### src/rtl/debug_unit_pkg.sv
// debug_unit_pkg: command codes, frame geometry and FSM state encoding shared
// by the debug controller and its frame serializer.
package debug_unit_pkg;

  localparam logic [7:0] CMD_LOAD = 8'h4C;
  localparam logic [7:0] CMD_STEP = 8'h53;
  localparam logic [7:0] CMD_RUN  = 8'h52;
  localparam logic [7:0] CMD_DUMP = 8'h44;

  localparam int FRAME_W     = 304;
  localparam int FRAME_BYTES = 38;

  // Trailer byte marking a run that ended on the cycle limit instead of i_end.
  localparam logic [7:0] TIMEOUT_MARK = 8'hEE;

  typedef enum logic [3:0] {
    ST_IDLE,
    ST_LD_CNT,
    ST_LD_BYTE,
    ST_LD_WR,
    ST_STEP,
    ST_RUN,
    ST_DUMP_LATCH,
    ST_DUMP_SEND,
    ST_DUMP_WAIT
  } state_t;

endpackage

### src/rtl/debug_unit_if.sv
// debug_unit_if: UART byte handshake plus the instruction-memory write port.
// master = debug controller side, slave = UART / instruction memory side.
interface debug_unit_if #(
  parameter int NB_INST_ADDR = 8
) ();

  logic [7:0]              i_rx_data;
  logic                    i_rx_valid;
  logic                    i_tx_done;
  logic [7:0]              o_tx_data;
  logic                    o_tx_start;
  logic                    o_we_IF;
  logic [31:0]             o_instruction_data;
  logic [NB_INST_ADDR-1:0] o_instruction_addr;

  modport master (
    input  i_rx_data, i_rx_valid, i_tx_done,
    output o_tx_data, o_tx_start, o_we_IF, o_instruction_data, o_instruction_addr
  );

  modport slave (
    output i_rx_data, i_rx_valid, i_tx_done,
    input  o_tx_data, o_tx_start, o_we_IF, o_instruction_data, o_instruction_addr
  );

endinterface

### src/rtl/debug_frame_tx.sv
// debug_frame_tx: serializes a latched snapshot MSB byte first. The controller
// strobes i_send once per byte; this block tracks the outstanding byte and
// reports whether the transmitter's done strobe closes the frame or asks for
// the next byte.
module debug_frame_tx
  import debug_unit_pkg::*;
#(
  parameter int N_BYTES = FRAME_BYTES
) (
  input  logic                 clk,
  input  logic                 i_reset,
  input  logic                 i_latch,
  input  logic                 i_send,
  input  logic                 i_tx_done,
  input  logic [N_BYTES*8-1:0] i_frame,
  output logic [7:0]           o_tx_data,
  output logic                 o_tx_start,
  output logic                 o_next,
  output logic                 o_done
);

  localparam int NB_CNT = $clog2(N_BYTES + 1);
  localparam int W      = N_BYTES * 8;
  localparam logic [NB_CNT-1:0] LAST_CNT = NB_CNT'(N_BYTES);

  logic [W-1:0]      r_shift;
  logic [NB_CNT-1:0] r_sent;
  logic              r_busy;
  logic              w_ack;

  assign o_tx_data  = r_shift[W-1 -: 8];
  assign o_tx_start = i_send;
  assign w_ack      = r_busy & i_tx_done;
  assign o_done     = w_ack & (r_sent == LAST_CNT);
  assign o_next     = w_ack & (r_sent != LAST_CNT);

  // Shift register, sent-byte counter and outstanding-byte flag.
  always_ff @(posedge clk) begin
    if (i_reset) begin
      r_shift <= '0;
      r_sent  <= '0;
      r_busy  <= 1'b0;
    end else if (i_latch) begin
      r_shift <= i_frame;
      r_sent  <= '0;
      r_busy  <= 1'b0;
    end else if (i_send) begin
      r_shift <= {r_shift[W-9:0], 8'h00};
      r_sent  <= r_sent + 1'b1;
      r_busy  <= 1'b1;
    end else if (i_tx_done) begin
      r_busy  <= 1'b0;
    end
  end

endmodule

### src/rtl/debug_unit.sv
// debug_unit: host debug controller for the MIPS pipeline. Decodes UART
// commands, loads program words, gates pipeline advance for step/run and
// dumps a 304-bit debug snapshot back over the UART.
// Optional feature macro: DEBUG_UNIT_RUN_TIMEOUT_EN (run-cycle limit plus a
// trailing status byte, 0xEE on timeout / 0x00 otherwise).
//
// state          | meaning
// ST_IDLE        | waiting for a command byte
// ST_LD_CNT      | waiting for the word count of a load
// ST_LD_BYTE     | collecting instruction bytes, MSB first
// ST_LD_WR       | one-cycle instruction-memory write
// ST_STEP        | single pipeline advance cycle
// ST_RUN         | pipeline advancing until i_end (or timeout)
// ST_DUMP_LATCH  | capture the debug snapshot
// ST_DUMP_SEND   | launch one frame byte
// ST_DUMP_WAIT   | wait for the transmitter to finish the byte
module debug_unit
  import debug_unit_pkg::*;
#(
  parameter int NB_INST_ADDR = 8,
  parameter int RUN_TIMEOUT  = 1000000
) (
  input  logic           clk,
  input  logic           i_reset,
  debug_unit_if.master   bus,
  output logic           o_mips_reset,
  output logic           o_step,
  input  logic [143:0]   i_id_ex,
  input  logic [31:0]    i_ex_mem,
  input  logic [47:0]    i_mem_wb,
  input  logic [39:0]    i_wb_id,
  input  logic [23:0]    i_ctrl_id_ex,
  input  logic [15:0]    i_pc_lsb,
  input  logic           i_end
);

`ifdef DEBUG_UNIT_RUN_TIMEOUT_EN
  localparam int N_TX_BYTES = FRAME_BYTES + 1;
`else
  localparam int N_TX_BYTES = FRAME_BYTES;
`endif

  state_t                  r_state;
  state_t                  w_state_next;
  logic [7:0]              r_words_left;
  logic [1:0]              r_byte_cnt;
  logic [23:0]             r_asm;
  logic [NB_INST_ADDR-1:0] r_addr;
  logic [NB_INST_ADDR-1:0] r_inst_addr;
  logic [31:0]             r_inst_data;
  logic                    r_mips_reset;

  logic                    w_load_start;
  logic                    w_run_start;
  logic                    w_latch;
  logic                    w_send;
  logic                    w_we;
  logic                    w_step;
  logic                    w_timeout;
  logic                    w_tx_next;
  logic                    w_tx_done;
  logic [7:0]              w_tx_data;
  logic                    w_tx_start;
  logic [FRAME_W-1:0]      w_frame;
  logic [N_TX_BYTES*8-1:0] w_tx_frame;

  assign w_frame = {i_id_ex, i_ex_mem, i_mem_wb, i_wb_id, i_ctrl_id_ex, i_pc_lsb};

`ifdef DEBUG_UNIT_RUN_TIMEOUT_EN
  logic [31:0] r_run_cnt;
  logic        r_timed_out;

  assign w_timeout  = (r_state == ST_RUN) && !i_end && (r_run_cnt == 32'd1);
  assign w_tx_frame = {w_frame, (r_timed_out ? TIMEOUT_MARK : 8'h00)};

  // Run-cycle down-counter; the timeout flag selects the frame trailer.
  always_ff @(posedge clk) begin
    if (i_reset) begin
      r_run_cnt   <= '0;
      r_timed_out <= 1'b0;
    end else if (w_run_start) begin
      r_run_cnt   <= 32'(RUN_TIMEOUT);
      r_timed_out <= 1'b0;
    end else if (r_state == ST_IDLE && bus.i_rx_valid) begin
      r_timed_out <= 1'b0;
    end else if (r_state == ST_RUN && !i_end) begin
      r_run_cnt <= r_run_cnt - 32'd1;
      if (w_timeout) r_timed_out <= 1'b1;
    end
  end
`else
  assign w_timeout  = 1'b0;
  assign w_tx_frame = w_frame;
`endif

  // FSM state register.
  always_ff @(posedge clk) begin
    if (i_reset) r_state <= ST_IDLE;
    else         r_state <= w_state_next;
  end

  // Next state and per-state control strobes.
  always_comb begin
    w_state_next = r_state;
    w_load_start = 1'b0;
    w_run_start  = 1'b0;
    w_latch      = 1'b0;
    w_send       = 1'b0;
    w_we         = 1'b0;
    w_step       = 1'b1;
    case (r_state)
      ST_IDLE: begin
        if (bus.i_rx_valid) begin
          case (bus.i_rx_data)
            CMD_LOAD: begin
              w_load_start = 1'b1;
              w_state_next = ST_LD_CNT;
            end
            CMD_STEP: w_state_next = ST_STEP;
            CMD_RUN: begin
              // A core that has already halted gets dumped without advancing.
              w_run_start  = 1'b1;
              w_state_next = i_end ? ST_DUMP_LATCH : ST_RUN;
            end
            CMD_DUMP: w_state_next = ST_DUMP_LATCH;
            default:  w_state_next = ST_IDLE;
          endcase
        end
      end
      ST_LD_CNT: begin
        if (bus.i_rx_valid) w_state_next = (bus.i_rx_data == 8'h00) ? ST_IDLE : ST_LD_BYTE;
      end
      ST_LD_BYTE: begin
        if (bus.i_rx_valid && r_byte_cnt == 2'd3) w_state_next = ST_LD_WR;
      end
      ST_LD_WR: begin
        w_we         = 1'b1;
        w_state_next = (r_words_left == 8'd1) ? ST_IDLE : ST_LD_BYTE;
      end
      ST_STEP: begin
        w_step       = 1'b0;
        w_state_next = ST_DUMP_LATCH;
      end
      ST_RUN: begin
        if (i_end) begin
          w_state_next = ST_DUMP_LATCH;
        end else begin
          w_step = 1'b0;
          if (w_timeout) w_state_next = ST_DUMP_LATCH;
        end
      end
      ST_DUMP_LATCH: begin
        w_latch      = 1'b1;
        w_state_next = ST_DUMP_SEND;
      end
      ST_DUMP_SEND: begin
        w_send       = 1'b1;
        w_state_next = ST_DUMP_WAIT;
      end
      ST_DUMP_WAIT: begin
        if (w_tx_done)      w_state_next = ST_IDLE;
        else if (w_tx_next) w_state_next = ST_DUMP_SEND;
      end
      default: w_state_next = ST_IDLE;
    endcase
  end

  // Load datapath: word assembly, write address and remaining word count.
  // The write port registers only change on a completed word so they hold
  // their last value outside the write cycle.
  always_ff @(posedge clk) begin
    if (i_reset) begin
      r_words_left <= '0;
      r_byte_cnt   <= '0;
      r_asm        <= '0;
      r_addr       <= '0;
      r_inst_addr  <= '0;
      r_inst_data  <= '0;
      r_mips_reset <= 1'b0;
    end else begin
      r_mips_reset <= w_load_start;
      case (r_state)
        ST_IDLE: begin
          if (w_load_start) begin
            r_addr     <= '0;
            r_byte_cnt <= '0;
          end
        end
        ST_LD_CNT: begin
          if (bus.i_rx_valid) begin
            r_words_left <= bus.i_rx_data;
            r_byte_cnt   <= '0;
          end
        end
        ST_LD_BYTE: begin
          if (bus.i_rx_valid) begin
            r_asm      <= {r_asm[15:0], bus.i_rx_data};
            r_byte_cnt <= r_byte_cnt + 2'd1;
            if (r_byte_cnt == 2'd3) begin
              r_inst_data <= {r_asm, bus.i_rx_data};
              r_inst_addr <= r_addr;
            end
          end
        end
        ST_LD_WR: begin
          r_addr       <= r_addr + 1'b1;
          r_words_left <= r_words_left - 8'd1;
        end
        default: ;
      endcase
    end
  end

  debug_frame_tx #(
    .N_BYTES (N_TX_BYTES)
  ) u_frame_tx (
    .clk        (clk),
    .i_reset    (i_reset),
    .i_latch    (w_latch),
    .i_send     (w_send),
    .i_tx_done  (bus.i_tx_done),
    .i_frame    (w_tx_frame),
    .o_tx_data  (w_tx_data),
    .o_tx_start (w_tx_start),
    .o_next     (w_tx_next),
    .o_done     (w_tx_done)
  );

  assign bus.o_tx_data          = w_tx_data;
  assign bus.o_tx_start         = w_tx_start;
  assign bus.o_we_IF            = w_we;
  assign bus.o_instruction_data = r_inst_data;
  assign bus.o_instruction_addr = r_inst_addr;
  assign o_mips_reset           = r_mips_reset;
  assign o_step                 = w_step;

endmodule
### src/flat_wrapper.sv
// flat-port wrapper written by rule: the top's interface ports become plain ports
module debug_unit_flat import debug_unit_pkg::*;
#(
  parameter int NB_INST_ADDR = 8,
  parameter int RUN_TIMEOUT  = 1000000
)
  (clk, i_reset, o_mips_reset, o_step, i_id_ex, i_ex_mem, i_mem_wb, i_wb_id, i_ctrl_id_ex, i_pc_lsb, i_end, bus_i_rx_data, bus_i_rx_valid, bus_i_tx_done, bus_o_tx_data, bus_o_tx_start, bus_o_we_IF, bus_o_instruction_data, bus_o_instruction_addr);
  debug_unit_if #(.NB_INST_ADDR(NB_INST_ADDR)) bus_i ();
  input  logic clk;
  input  logic i_reset;
  output logic o_mips_reset;
  output logic o_step;
  input  logic [143:0] i_id_ex;
  input  logic [31:0] i_ex_mem;
  input  logic [47:0] i_mem_wb;
  input  logic [39:0] i_wb_id;
  input  logic [23:0] i_ctrl_id_ex;
  input  logic [15:0] i_pc_lsb;
  input  logic i_end;
  input wire logic [$bits(bus_i.i_rx_data)-1:0] bus_i_rx_data;
  input wire logic [$bits(bus_i.i_rx_valid)-1:0] bus_i_rx_valid;
  input wire logic [$bits(bus_i.i_tx_done)-1:0] bus_i_tx_done;
  output wire logic [$bits(bus_i.o_tx_data)-1:0] bus_o_tx_data;
  output wire logic [$bits(bus_i.o_tx_start)-1:0] bus_o_tx_start;
  output wire logic [$bits(bus_i.o_we_IF)-1:0] bus_o_we_IF;
  output wire logic [$bits(bus_i.o_instruction_data)-1:0] bus_o_instruction_data;
  output wire logic [$bits(bus_i.o_instruction_addr)-1:0] bus_o_instruction_addr;
  assign bus_i.i_rx_data = bus_i_rx_data;
  assign bus_i.i_rx_valid = bus_i_rx_valid;
  assign bus_i.i_tx_done = bus_i_tx_done;
  assign bus_o_tx_data = bus_i.o_tx_data;
  assign bus_o_tx_start = bus_i.o_tx_start;
  assign bus_o_we_IF = bus_i.o_we_IF;
  assign bus_o_instruction_data = bus_i.o_instruction_data;
  assign bus_o_instruction_addr = bus_i.o_instruction_addr;
  debug_unit #(.NB_INST_ADDR(NB_INST_ADDR), .RUN_TIMEOUT(RUN_TIMEOUT)) u_core (.clk(clk), .i_reset(i_reset), .bus(bus_i), .o_mips_reset(o_mips_reset), .o_step(o_step), .i_id_ex(i_id_ex), .i_ex_mem(i_ex_mem), .i_mem_wb(i_mem_wb), .i_wb_id(i_wb_id), .i_ctrl_id_ex(i_ctrl_id_ex), .i_pc_lsb(i_pc_lsb), .i_end(i_end));
endmodule
### config.mk
export PLATFORM = sky130hd
export DESIGN_NAME = debug_unit_flat
export DESIGN_NICKNAME = d
export VERILOG_FILES = /design/src/rtl/debug_unit_pkg.sv /design/src/rtl/debug_unit_if.sv /design/src/rtl/debug_frame_tx.sv /design/src/rtl/debug_unit.sv /design/src/flat_wrapper.sv
export SDC_FILE = /design/constraint.sdc
export NUM_CORES = 1
export LEC_CHECK = 0
export ABC_CLOCK_PERIOD_IN_PS = 4600
export CORE_ASPECT_RATIO = 0.9
export CORE_UTILIZATION = 25
export DETAILED_ROUTE_END_ITERATION = 10
export GPL_ROUTABILITY_DRIVEN = 0
export HOLD_SLACK_MARGIN = 0.12
export SETUP_SLACK_MARGIN = 0.4
export SYNTH_ARGS = -nofsm -noshare
export SYNTH_HDL_FRONTEND = slang
export SYNTH_SLANG_ARGS = --single-unit
### constraint.sdc
create_clock -name clk -period 4.6 [get_ports clk]
set_input_delay 0.69 -clock clk [delete_from_list [all_inputs] [get_ports clk]]
set_output_delay 0.69 -clock clk [all_outputs]
set_load 0.005 [all_outputs]
==> run summary, run 1 <==
DRT Pass-1 Iters = 5
Synth Cell Area = 0.0172 mm2
Post-synthesis mux area share = 17.4%
Final setup vio count = 0
Hold Crit Class = reg -> reg
Clk buf depth = 3
Main area contributors after synthesis = dfxtp_1, mux2i_1, a211oi_1
Clk_skew = 33.7 ps
Final ANT Viol Nets = 0
Hold buffers post-CTS = 0
Final Util = 33.8%
# IOs = 369
Fin crit share = 78.7%
Share of cells above drive strength 1 = 4.76%
Final WL = 50,700 um
DR iter-0 viols = 843
Synth Area in Simple Gates = 13.3%
Die span in y = 250 um
Core Footprint = 0.0675 mm2
Top cell type's share of synthesized area = 46.5%
Sink Count = 398
Clock-pin slew on the worst setup and hold paths = 60 ps
RSZ-0062 raised after global routing = no
Port bufs = 368
EDFF count, synth = 0
Synth Warn # = 0
Final net count = 2,431
First-pass GRT wire length = 78,400 um
Die Width = 278 um
Clock Latency Late Sink = 590 ps
Clk root buf = clkbuf_16
FMAX = 276 MHz
Arrival time at the worst endpoint = 2930 ps
Vias in the first global route = 13,828
Hold slack = 453 ps
Post-Syn Nets = 2,178
Worst EP required = 3910 ps
Leakage = 6.71 nW
Num rows = 90
Critical Path Sink Type = output pin
Worst Setup Start Kind = flip-flop
Largest net degree at the start of global routing = 236
Cts bufs inserted = 47
Gr usage total = 14.0%
Max Cap Viol = 0
Register bit total from synthesis = 398
Run status = finished, final reports clean
Final Hold Fails = 0
Initial antenna violation count = 4
CTS H-Tree Depth = 2
Yosys cell types = 52
Synth Flop Type = dfxtp_1
Vias per cell = 4.67
Yosys top cell by area = dfxtp_1
Final Critical Period = 3620 ps
XOR/XNOR Fraction of Synth Area = 0.204%
Critical path type = reg -> out
Post-CTS Resized = 0
Post-synthesis instance total = 1,855
Post-CTS Setup Inserts = 0
Least-Margin Pin Slew = 1200 ps
Post-synthesis adder-cell area fraction = 0.438%
Slew Viols, Final = 0
CP max FO = 33
Total DRC errors in the routed layout = 0
Async SR Flop Fraction = 0%
HPWL after DPL = 34,300 um
Seq/Total Area, Yosys = 46.5%
Mapped Avg Cell Area = 9.25 um2
GR Overflow Total = 0
Design Power = 7.70 mW
Synth Area in Compound Gates = 17.1%
Drt wl/cell = 16.8 um
Main combinational cell family by area after synthesis = multiplexers
Total number of vias = 14,118
TNS Setup = 0 ps
Area growth syn-to-layout = 32.9%
Peak supply drop = 0.000232 V
Rel. slew slack = 19.7%
CTS tree = built
Power Density = 338 mW/mm2
Die area = 0.0697 mm2
Initial Utilization = 25.4%
==> layout by cell type (no fill, tap or decap), types with 5 or more instances in the layout <==
cell type	instances
a211oi_1	300
a21oi_1	93
a31oi_1	6
buf_12	5
buf_4	7
clkbuf_1	7
clkbuf_16	47
clkbuf_8	10
clkdlybuf4s50_1	367
clkinv_2	8
clkinvlp_4	5
dfxtp_1	397
ha_1	6
mux2i_1	296
nand2_1	154
nand2b_1	10
nand3_1	13
nand3b_1	11
nand4_1	5
nor2_1	324
==> critical path, cell delays in order (launching register included) <==
cell and delay (ps):
dfxtp_4 710, nand4bb_1 550, inv_2 360, clkdlybuf4s50_1 720
==> per-layer routing <==
metal  up-vias  routed length, um  track usage (%)
met3        73               2960             3.76
met4         0               1250             4.56
met2       298              23500             22.9
li1       7174                  -                -
met1      6573              22900             17.7
met5         -                  0                0
==> Yosys cell counts, drive strengths merged, types with 4 or more instances <==
| library cell | n |
|---|---|
| a211oi | 300 |
| a21oi | 93 |
| a31oi | 6 |
| and2 | 4 |
| and3 | 4 |
| buf | 82 |
| clkbuf | 94 |
| dfxtp | 398 |
| ha | 6 |
| inv | 5 |
| mux2i | 296 |
| nand2 | 154 |
| nand2b | 10 |
| nand3 | 14 |
| nand3b | 11 |
| nand4 | 5 |
| nor2 | 324 |
| nor3 | 5 |
| nor4 | 6 |
| o21ai | 4 |
| xor2 | 4 |
==> final cells by class <==
type	instances	area, um2
Sequential cell	398	7970
Tap cell	874	1090
Timing Repair Buffer	380	3840
Fill cell	6765	44700
Clock inverter	21	216
Antenna cell	3	7.51
Multi-Input combinational cell	1276	8310
Inverter	5	18.8
Clock buffer	64	1340
==> logic make-up (layout without fill, tap and decap cells) <==
logic type | count (synthesis) | count (layout)
AND/OR/NAND/NOR | 548 | 548
flip-flops | 398 | 398
other | 0 | 3
AO/OA/AOI/OAI | 420 | 420
XOR/XNOR | 4 | 4
multiplexers | 298 | 298
adder cells (fa/ha/maj) | 6 | 6
buffers and inverters | 181 | 470
==> worst paths after layout <==
check             slack, ps                      startpoint                                        endpoint  depth (start not counted)
setup / recovery        980  u_core.r_state[0]$_SDFFE_PP0P_                                     bus_o_we_IF                          3
hold / removal          450   u_core.r_asm[23]$_SDFFE_PP0P_  u_core.bus.o_instruction_data[31]$_SDFFE_PP0P_                          2
setup reg to reg       1540  u_core.r_state[3]$_SDFFE_PP0P_      u_core.u_frame_tx.r_shift[45]$_SDFFE_PP0P_                          5
hold reg to reg         450   u_core.r_asm[23]$_SDFFE_PP0P_  u_core.bus.o_instruction_data[31]$_SDFFE_PP0P_                          2
==> state kept, by name (all words and copies together) (netlist names) <==
signal,cells
u_core.u_frame_tx.r_shift,304
u_core.bus.o_instruction_data,32
u_core.r_asm,24
u_core.bus.o_instruction_addr,8
u_core.r_addr,8
u_core.r_words_left,8
u_core.u_frame_tx.r_sent,6
u_core.r_state,4
u_core.r_byte_cnt,2
u_core.o_mips_reset,1
u_core.u_frame_tx.r_busy,1
==> report_power, final <==
| part | switching (mW) | internal [mW] | leakage (nW) |
|---|---|---|---|
| Combinational | 0.206 | 0.322 | 2.75 |
| Clock | 1.59 | 2.12 | 0.753 |
| Sequential | 0.00599 | 3.45 | 3.20 |
| Total | 1.80 | 5.90 | 6.71 |
==> stage by stage <==
stage	cell area, um2	setup slack (ps)	std cells
CTS	22800	981	3018
global placement	21200	1680	2933
global route	22800	833	3019
detailed placement	21200	1650	2933
floorplan	17200	2720	1855
finish	22800	978	3021
Note: power is estimated with default switching activity, not from simulation.
==> run 2: changes to the inputs <==
--- a/config.mk
+++ b/config.mk
@@ -5,7 +5,7 @@
 export SDC_FILE = /design/constraint.sdc
 export NUM_CORES = 1
 export LEC_CHECK = 0
-export ABC_CLOCK_PERIOD_IN_PS = 4600
+export ABC_CLOCK_PERIOD_IN_PS = 3800
 export CORE_ASPECT_RATIO = 0.9
 export CORE_UTILIZATION = 25
 export DETAILED_ROUTE_END_ITERATION = 10
==> constraint.sdc (replaced) <==
create_clock -name clk -period 3.8 [get_ports clk]
set_input_delay 0.57 -clock clk [delete_from_list [all_inputs] [get_ports clk]]
set_output_delay 0.57 -clock clk [all_outputs]
set_load 0.005 [all_outputs]
==> run 2 against run 1 <==
Net effect: sequential share of layout area is essentially flat; critical path type unchanged; non-clock buffer count increased by 6; worst setup slack got worse by 310 ps; die area unchanged; register-to-register slack got worse by 670 ps; largest power group unchanged; critical path depth unchanged.
==> run summary, run 2 (synthesis results as in run 1) <==
Final net count = 2,436
Arrival time at the worst endpoint = 2560 ps
Clk buf depth = 3
Clock-pin slew on the worst setup and hold paths = 60 ps
Max reg flops = 304
Core Footprint = 0.0675 mm2
Die span in y = 250 um
Largest net degree at the start of global routing = 236
Number of fill cells = 6,899
Die area = 0.0697 mm2
Initial antenna violation count = 6
Design Power = 9.39 mW
Worst EP required = 3230 ps
TNS Setup = 0 ps
Crit path to = bus_o_tx_start
Rel. slew slack = 23.4%
Clk_skew = 27.7 ps
Multi-input gate area = 0.00831 mm2
Final setup vio count = 0
Least-Margin Pin Slew = 1150 ps
Critical path origin = u_core.r_state[3]$_SDFFE_PP0P_
Initial Utilization = 25.4%
Post-CTS Resized = 0
Power Density = 411 mW/mm2
DRT Pass-1 Iters = 5
Final WL = 50,600 um
Drt wl/cell = 16.7 um
Total number of vias = 14,072
Largest Register = u_core.u_frame_tx.r_shift
Share of cells above drive strength 1 = 4.98%
FF-to-FF End = u_core.u_frame_tx.r_shift[54]$_SDFFE_PP0P_
CTS H-Tree Depth = 2
CP max FO = 17
Final ANT Viol Nets = 0
Area growth syn-to-layout = 33.1%
First-pass GRT wire length = 77,700 um
Vias per cell = 4.65
Critical path type = reg -> out
Fin crit share = 82.4%
Final Hold Fails = 0
CTS tree = built
Die Width = 278 um
Critical Path Sink Type = output pin
DR iter-0 viols = 738
Leakage = 6.75 nW
Max Cap Viol = 0
Port bufs = 368
Hold Crit Class = reg -> reg
Total DRC errors in the routed layout = 0
Placed Instances = 2,939
Register Area = 0.00797 mm2
RSZ-0062 raised after global routing = no
Final Util = 33.9%
Clk root buf = clkbuf_16
GR Overflow Total = 0
Worst Setup Start Kind = flip-flop
HPWL after DPL = 34,800 um
Run status = finished, final reports clean
Num rows = 90
# IOs = 369
Clock Latency Late Sink = 590 ps
Sink Count = 398
FMAX = 319 MHz
Final Critical Period = 3130 ps
Vias in the first global route = 13,831
Commonest non-fill, non-tap cell in the layout = dfxtp_1
Flop2flop setup slack = 870 ps
Gr usage total = 14.0%
Peak supply drop = 0.000260 V
Slew Viols, Final = 0
Critical R2R Launch = u_core.r_state[3]$_SDFFE_PP0P_
Cts bufs inserted = 46
Register-to-Register Path Depth = 5
Hold buffers post-CTS = 0
Layout Cells excl Fill = 3,028
Post-CTS Setup Inserts = 0
Most frequent cells in the layout = dfxtp_1, clkdlybuf4s50_1, nor2_1, a211oi_1, mux2i_1
## run 2: cell count changes in the layout (fill, tap and decap cells not counted)
cell / before / now
clkbuf_1: 7 / 8
clkinv_4: 0 / 1
inv_4: 1 / 0
buf_4: 7 / 15
clkbuf_16: 47 / 46
clkinv_8: 1 / 2
inv_6: 3 / 1
clkinv_2: 8 / 11
clkinv_16: 2 / 1
diode_2: 3 / 4
bufinv_16: 1 / 3
buf_12: 5 / 3
clkinvlp_4: 5 / 1
clkbuf_8: 10 / 11
## run 2: routing by layer
metal | part of all wire [%] | global-route usage (%) | wire [um] | up-vias
met2 | 47 | 23.0 | 23700 | 328
met1 | 44 | 17.4 | 22300 | 6489
li1 | - | - | - | 7184
met5 | 0 | 0 | 0 | -
met4 | 2.4 | 4.44 | 1230 | 0
met3 | 6.7 | 4.28 | 3420 | 71
## run 2: worst min-delay path by stage
| stage | from | to | cells past startpoint |
|---|---|---|---|
| floorplan | u_core.u_frame_tx.r_shift[0]$_SDFFE_PP0P_ | u_core.u_frame_tx.r_shift[0]$_SDFFE_PP0P_ | 2 |
| global placement | u_core.u_frame_tx.r_shift[0]$_SDFFE_PP0P_ | u_core.u_frame_tx.r_shift[0]$_SDFFE_PP0P_ | 2 |
| detailed placement | u_core.r_asm[23]$_SDFFE_PP0P_ | u_core.bus.o_instruction_data[31]$_SDFFE_PP0P_ | 2 |
| CTS | u_core.r_asm[23]$_SDFFE_PP0P_ | u_core.bus.o_instruction_data[31]$_SDFFE_PP0P_ | 2 |
| global route | u_core.bus.o_instruction_data[22]$_SDFFE_PP0P_ | u_core.bus.o_instruction_data[22]$_SDFFE_PP0P_ | 2 |
| finish | u_core.r_asm[23]$_SDFFE_PP0P_ | u_core.bus.o_instruction_data[31]$_SDFFE_PP0P_ | 2 |
## run 2: critical path: stages (launching register included)
cell,delay (ps)
dfxtp_1,500
and3b_4,520
and2_1,280
clkdlybuf4s50_1,680
## run 2: where the power goes
part           switching (mW)  internal, mW  total (mW)
clock                    1.90          2.67        4.56
sequential            0.00523          4.18        4.18
combinational           0.252         0.389       0.641
total                    2.15          7.23        9.39
## run 2: final cells by class
type	instances	share of cell area [%]
diodes	4	0.0438
clock buffers	65	5.84
clock inverters	20	1.02
inverters	5	0.0822
multi-input cells	1276	36.4
flip-flops and latches	398	34.9
well taps	874	4.79
repair buffers	386	16.9
## run 2: per-stage QoR
stage,cell area [um2],hold slack [ps],setup slack (ps)
finish,22800,451,668
global route,22800,473,547
CTS,22800,451,621
detailed placement,21300,442,945
global placement,21300,441,1070
floorplan,17200,432,2040
